--- config.mk ---
export PLATFORM = sky130hd
export DESIGN_NAME = seg_scan_ctrl
export DESIGN_NICKNAME = d
export VERILOG_FILES = /design/src/rtl/seg_scan_ctrl.sv
export SDC_FILE = /design/constraint.sdc
export NUM_CORES = 1
export LEC_CHECK = 0
export CORE_MARGIN = 2
export CORE_UTILIZATION = 61
export CTS_CLUSTER_SIZE = 40
export DETAILED_ROUTE_END_ITERATION = 10
export PLACE_DENSITY = 0.86
export SYNTH_ARGS = -nofsm -noshare
export SYNTH_HDL_FRONTEND = slang
export SYNTH_SLANG_ARGS = --single-unit
--- constraint.sdc ---
create_clock -name clk -period 2.65 [get_ports clk]
set_input_delay 0.795 -clock clk [delete_from_list [all_inputs] [get_ports clk]]
set_output_delay 0.795 -clock clk [all_outputs]
set_load 0.01 [all_outputs]
--- src/rtl/seg_scan_ctrl.sv ---
// Multiplexed seven-segment scan controller with shadow/display banks and frame-aligned commit.
// Optional SEG_LZ_BLANK_EN: suppress leading-zero digits above digit 0.
module seg_scan_ctrl #(
  parameter int NUM_DIGITS = 4,
  parameter int PRESCALE   = 1024
) (
  input  logic                          clk,
  input  logic                          rst_n,
  input  logic                          enable,
  input  logic                          wr_valid,
  output logic                          wr_ready,
  input  logic [$clog2(NUM_DIGITS)-1:0] wr_idx,
  input  logic [4:0]                    wr_data,
  input  logic                          commit,
  output logic [4:0]                    dec_value,
  output logic [NUM_DIGITS-1:0]         digit_sel,
  output logic                          frame_done
);

  localparam int IDX_W = $clog2(NUM_DIGITS);
  localparam int PS_W  = $clog2(PRESCALE);

  typedef enum logic [1:0] {
    S_IDLE,
    S_DRIVE,
    S_BLANK
  } state_t;

  state_t           r_state;
  state_t           w_state_nxt;
  logic [IDX_W-1:0] r_idx;
  logic [IDX_W-1:0] w_idx_nxt;
  logic [PS_W-1:0]  r_cnt;
  logic [PS_W-1:0]  w_cnt_nxt;
  logic             r_pending;
  logic [4:0]       r_shadow  [NUM_DIGITS];
  logic [4:0]       r_display [NUM_DIGITS];

  logic w_last_idx;
  logic w_cnt_done;
  logic w_frame_end;
  logic w_xfer;
  logic w_wr_acc;
  logic w_commit_acc;

  assign w_last_idx   = (r_idx == IDX_W'(NUM_DIGITS - 1));
  assign w_cnt_done   = (r_cnt == PS_W'(PRESCALE - 1));
  assign w_frame_end  = (r_state == S_BLANK) && w_last_idx && enable;
  assign w_xfer       = r_pending && ((r_state == S_IDLE) || w_frame_end);
  assign w_wr_acc     = wr_valid && !r_pending;
  assign w_commit_acc = commit && !r_pending;

  assign wr_ready   = !r_pending;
  assign frame_done = w_frame_end;

  always_ff @(posedge clk or negedge rst_n) begin
    if (!rst_n) begin
      r_state <= S_IDLE;
      r_idx   <= '0;
      r_cnt   <= '0;
    end else begin
      r_state <= w_state_nxt;
      r_idx   <= w_idx_nxt;
      r_cnt   <= w_cnt_nxt;
    end
  end

  always_comb begin
    w_state_nxt = r_state;
    w_idx_nxt   = r_idx;
    w_cnt_nxt   = r_cnt;
    if (!enable) begin
      w_state_nxt = S_IDLE;
      w_idx_nxt   = '0;
      w_cnt_nxt   = '0;
    end else begin
      case (r_state)
        S_IDLE: begin
          w_state_nxt = S_DRIVE;
          w_idx_nxt   = '0;
          w_cnt_nxt   = '0;
        end
        S_DRIVE: begin
          if (w_cnt_done) begin
            w_state_nxt = S_BLANK;
            w_cnt_nxt   = '0;
          end else begin
            w_cnt_nxt = r_cnt + PS_W'(1);
          end
        end
        S_BLANK: begin
          w_state_nxt = S_DRIVE;
          w_idx_nxt   = w_last_idx ? '0 : r_idx + IDX_W'(1);
        end
        default: begin
          w_state_nxt = S_IDLE;
          w_idx_nxt   = '0;
          w_cnt_nxt   = '0;
        end
      endcase
    end
  end

  // Writes to indices with no backing digit simply match no slot and are dropped.
  always_ff @(posedge clk or negedge rst_n) begin
    if (!rst_n) begin
      for (int unsigned i = 0; i < NUM_DIGITS; i++) begin
        r_shadow[i]  <= '0;
        r_display[i] <= '0;
      end
    end else begin
      for (int unsigned i = 0; i < NUM_DIGITS; i++) begin
        if (w_wr_acc && (wr_idx == IDX_W'(i))) begin
          r_shadow[i] <= wr_data;
        end
        if (w_xfer) begin
          r_display[i] <= r_shadow[i];
        end
      end
    end
  end

  always_ff @(posedge clk or negedge rst_n) begin
    if (!rst_n) begin
      r_pending <= 1'b0;
    end else if (w_xfer) begin
      r_pending <= 1'b0;
    end else if (w_commit_acc) begin
      r_pending <= 1'b1;
    end
  end

`ifdef SEG_LZ_BLANK_EN
  logic [NUM_DIGITS-1:0] w_lz;

  // w_lz[i]: digit i and every digit above it hold 5'b00000.
  always_comb begin
    logic v_hi_zero;
    v_hi_zero = 1'b1;
    w_lz      = '0;
    for (int unsigned k = 0; k < NUM_DIGITS; k++) begin
      v_hi_zero = v_hi_zero && (r_display[NUM_DIGITS - 1 - k] == 5'b00000);
      w_lz[NUM_DIGITS - 1 - k] = v_hi_zero;
    end
  end
`endif

  always_comb begin
    digit_sel = '0;
    dec_value = '0;
    case (r_state)
      S_DRIVE: begin
        dec_value = r_display[r_idx];
        digit_sel = NUM_DIGITS'(1) << r_idx;
`ifdef SEG_LZ_BLANK_EN
        if ((r_idx != '0) && w_lz[r_idx]) begin
          digit_sel = '0;
        end
`endif
      end
      S_BLANK: begin
        dec_value = r_display[r_idx];
      end
      default: begin
        digit_sel = '0;
        dec_value = '0;
      end
    endcase
  end

endmodule

Word-level counts from Yosys, hierarchy flattened

Cells that the tools add are included.
W data, S select, Z words.

Add/subtract/negate cells: 2
$lt $le $gt $ge: 1
Equality and inequality tests: 10
Shifts and indexed selects: 1
Muxes and demuxes: 16
Bitwise gates (word level): 1
Reductions and logical operators: 16

Operators by type and width:

| kind                    | count |
|---|---|
| $mux W10                | 2 |
| $pmux W10 S2            | 1 |
| $mux W5                 | 3 |
| $add A10 B1 Y10 const B | 1 |
| $bmux W5 S2             | 1 |
| $eq A10 B10 Y1 const B  | 1 |
| $logic_and A1 B1 Y1     | 9 |
| $eq A2 B2 Y1 const B    | 4 |
| $mux W2                 | 4 |
| $pmux W2 S2             | 2 |
| $eq A2 B1 Y1 const B    | 2 |
| $logic_not A2 Y1        | 2 |
| $mux W4                 | 1 |
| $ne A2 B2 Y1 const B    | 2 |
| $reduce_or A2 Y1        | 2 |
| $shl A1 B2 Y4 const A   | 1 |
| $ge A3 B3 Y1 const B    | 1 |
| $ne A3 B3 Y1 const B    | 1 |
| $not A2 Y3              | 1 |
| $add A2 B1 Y2 const B   | 1 |
| $mux W1                 | 2 |
| $reduce_bool A2 Y1      | 1 |
| $logic_not A1 Y1        | 1 |
| $logic_or A1 B1 Y1      | 1 |

Flip-flop bits (word level): 55
Word-level logic and storage cells: 59

Logic depth before layout (Yosys ltp)

Word-level depth: 6
Gate-level depth with buffers: 8

Worst setup path after synthesis

OpenSTA, ideal clock, no wires.

Path kind: reg-to-output
From: reg r_idx[0]
To: out dec_value[0]
Arrival: 1.238 ns
Data required time: 1.855 ns
Path slack: 0.617 ns
Cell stages (with the launch flop): 4
Path buffers: 1
Cells stage by stage: dfrtp_1 -> buf_2 -> mux4_2 -> and2_1

Longest elaborated chain between the ends: 5

Ends and longest elaborated chain:

| element                                     | RTL line | source |
|---|---|---|
| start: declaration                          | 31       | `logic [IDX_W-1:0] r_idx;` |
| start signal: assignment                    | 63       | `r_idx <= w_idx_nxt;` |
| $not A2 Y3 (implied by the code)            | 153, 162 |  |
| $bmux W5 S2                                 | 153, 162 |  |
| $mux W5 (implied by the code) (2 in series) | 153, 162 |  |
| $mux W5                                     | --       |  |
| end: declaration                            | 15       | `output logic [4:0] dec_value,` |

Every way passes these cells. The select of a mux whose other input is x is not followed.

Worst setup path after layout

From: reg r_idx[0]
To: out dec_value[3]

Same word-level chain as after synthesis.

==> metrics.md <==
| Metric | Value |
|---|---|
| Post-synth EDFFs | 0 |
| Yosys warns | 0 |
| Placed insts | 269 |
| Pwr per Cell Area | 826 nW/um^2 |
| DR vias/cell | slightly below 6 |
| Area Growth Syn to Fin | 16.8% |
| Final Util | 75.5% |
| Status | completed |
| Arr. time, crit path | 1.79 ns |
| Peak supply drop | between 600 and 700 uV |
| Vias in the first global route | approximately 1.7k |
| Most used DFF post-synth | dfrtp_1 |
| Synth area leader | dfrtp_1 |
| Levels on crit path | 4 |
| Clock Pin Slew Worst Setup and Hold Paths | 0.10 ns |
| Compound-Gate Fraction of Synth Area | about 3.3% |
| Max H-tree Level | 2 |
| DRT Pass-1 Iters | 4 |
| Routed wire length | 5020 um |
| Sequential-to-total area share from yosys stat | approximately 53% |
| Synth Area in Simple Gates | between 10% and 20% |
| Skew final | roughly 0.0052 ns |
| Async SR Flop Fraction | 100% |
| Post-synth cell types | 35 |
| Worst-margin pin slew | 0.541 ns |
| Antenna-violating nets left | 0 |
| Hold buffer count at CTS | 0 |
| RSZ-0062 raised after global routing | false |
| Multi-input logic area | 1170 sq um |
| Crit path buffers/inverters | 2 |
| Chip Width | just under 70 um |
| Max Freq | between 300 and 400 MHz |
| Hpwl dp | 3660 um |
| Critical Path Sink Type | output pin |
| Final instance area | 3060 sq um |
| Starting Density | approximately 65% |
| Mux cell area share after synthesis | about 21% |
| Post-Synth XOR/XNOR Area | 2.00% |
| Top Family by Delay on Critical Path | multiplexers |
| Routed vias | 1648 |
| Fraction of layout cells with a size suffix above 1 | around a third |
| Die Area | between 4000 and 5000 sq um |
| Pwr Total | ~2500 uW |
| Area share of the largest cell type after synthesis | a little over half |
| R2R cell count | 7 |
| Synth Area in Adders | 4.30% |
| Routability cong. | between 0.8 and 0.9 |
| Core ar. | between 4000 and 5000 sq um |
| Final Max Slew Viols | 0 |
| CP required | ~1.9 ns |
| Slew HR | 63.9% |
| Initial antenna violation count | 0 |
| Mapped Cells | roughly 200 |
| Clock buffer depth | 2 |
| CTS Sinks | 55 |
| Synthesized net count | ~220 |
| # rows | 23 |
| Iter 0 DRT Violations | between 100 and 150 |
| CP Max Fanout | 5 |
| DP Area | between 2000 and 3000 sq um |
| Drt wl/cell | about 18 um |
| Congestion Overflow GR | 0 |
| Nets | around 250 |
| Total GRT Usage | a little under a quarter |
| Post-layout instance count excluding filler cells | between 200 and 300 |
| Period utilization | a little over nine tenths |
| CP Launch Type | flip-flop |
| DRC | 0 |
| Largest family of logic cells by synthesized area | multiplexers |
| Avg Cell Area, Syn | 13.4 sq um |
| Die H | around 70 um |
| FF/Latch Area | 1380 sq um |
| Ant. Diodes | 0 |
| CTS root buf | clkbuf_8 |
| Largest cells by area after synthesis | dfrtp_1 53%, mux2_2 17%, ha_1 4.3% |
| Period minus WS final | 2.59 ns |
| MaxCap Viol Count | 0 |
| Input/output buffers | 22 |
| Setup violations, final | 0 |
| Filler instances | 250 |
| Num CTS Buffers | 5 |
| Largest net degree at the start of global routing | 25 |
| Critical Path Max Stage Delay | about 0.47 ns |
| Lkg Pwr | 0.00136 uW |
| Cells along the critical path | buf_12 -> mux4_2 -> and2_1 -> dlygate4sd2_1 |
| CTS tree | built |
| Synthesized cell area | approximately 2600 sq um |
| Synth Register Bits | 55 |
| First-pass GRT wire length | about 8500 um |
| Worst Hold Class | in2async |
| Skew-Pair Late Insertion Delay | 0.31 ns |
| Ports | 23 |
| Crit Path Class | reg2out |
| Slowest cell on the critical path | mux4_2 |
| Final hold violation count | 0 |
| Tightest hold margin | about 0.45 ns |
==> per-stage QoR <==
step	setup WS (ns)	setup TNS, ns
CTS	0.00765	0
finish	0.0625	0
floorplan	0.617	0
global route	0.00326	0
global placement	-0.114	-0.114
detailed placement	-0.113	-0.113
==> metal layers <==
metal	up-vias	global-route usage, %	wire length [um]
li1	757	-	-
met1	831	28.1	2050
met2	47	38.6	2600
met3	13	5.67	243
met4	0	10.9	131
met5	-	0	0
==> power by group <==
part,switching [uW],internal (uW)
Sequential,184,1160
Clock,272,184
Combinational,259,468
Total,715,1810
==> flip-flops by register name (all words and copies together), names as in the netlist <==
name       cells
r_display     20
r_pending      1
r_idx          2
r_shadow      20
r_state        2
r_cnt         10
==> synthesized netlist by cell type (2+ instances only) <==
| master | n |
|---|---|
| dfrtp_1 | 55 |
| mux2_2 | 40 |
| nand2_1 | 12 |
| and2_1 | 11 |
| nor2_1 | 10 |
| ha_1 | 9 |
| inv_1 | 7 |
| mux4_2 | 5 |
| o21ai_0 | 5 |
| nand3_1 | 4 |
| xnor2_1 | 4 |
| buf_4 | 3 |
| nand4_1 | 3 |
| nor3_1 | 3 |
| a21oi_1 | 2 |
| and4bb_2 | 2 |
| buf_6 | 2 |
| xor2_1 | 2 |
==> layout make-up <==
cell class	instances	share of cell area (%)
clock inverter	3	0.654
inverter	7	0.858
clock buffer	5	2.25
tap	50	2.04
multi-input combinational	127	38.1
timing repair buffer	34	11.0
sequential	55	45.0
==> cell families after synthesis <==
group                      after synthesis
xor gates and xnor gates                 6
AOI/OAI and AO/OA                       13
buffers and inverters                   14
muxes                                   45
DFF                                     55
and+or+nand+nor                         54
adders and majority gates                9
==> cell usage in the layout, fill, tap and decap left out, types with 5 or more instances in the layout <==
master and count:
clkdlybuf4s50_1 12, o21ai_0 5, clkbuf_8 5, buf_4 9, dfrtp_1 53, mux4_2 5, nor2_1 10, ha_1 8
and2_1 11, mux2_2 40, inv_1 7, nand2_1 12
==> final timing paths <==
path	end	slack, ns	from
worst max-delay path	dec_value[3]	0.06	r_idx[0]$_DFFE_PN0P_
worst min-delay path	r_display[13]$_DFFE_PN0P_	0.45	rst_n
worst max register to register	r_display[3]$_DFFE_PN0P_	0.65	r_idx[0]$_DFFE_PN0P_
worst min register to register	r_shadow[0]$_DFFE_PN0P_	0.51	r_shadow[0]$_DFFE_PN0P_
max in group asynchronous	r_shadow[10]$_DFFE_PN0P_	1.62	rst_n
min in group clk	r_shadow[0]$_DFFE_PN0P_	0.51	r_shadow[0]$_DFFE_PN0P_
==> timing repair <==
action	4_1_cts	5_1_grt
gates resized for setup	7	9
endpoints found under the setup margin	10	8
setup buffers	4	0
No activity file was read; power rests on OpenSTA's default activity.
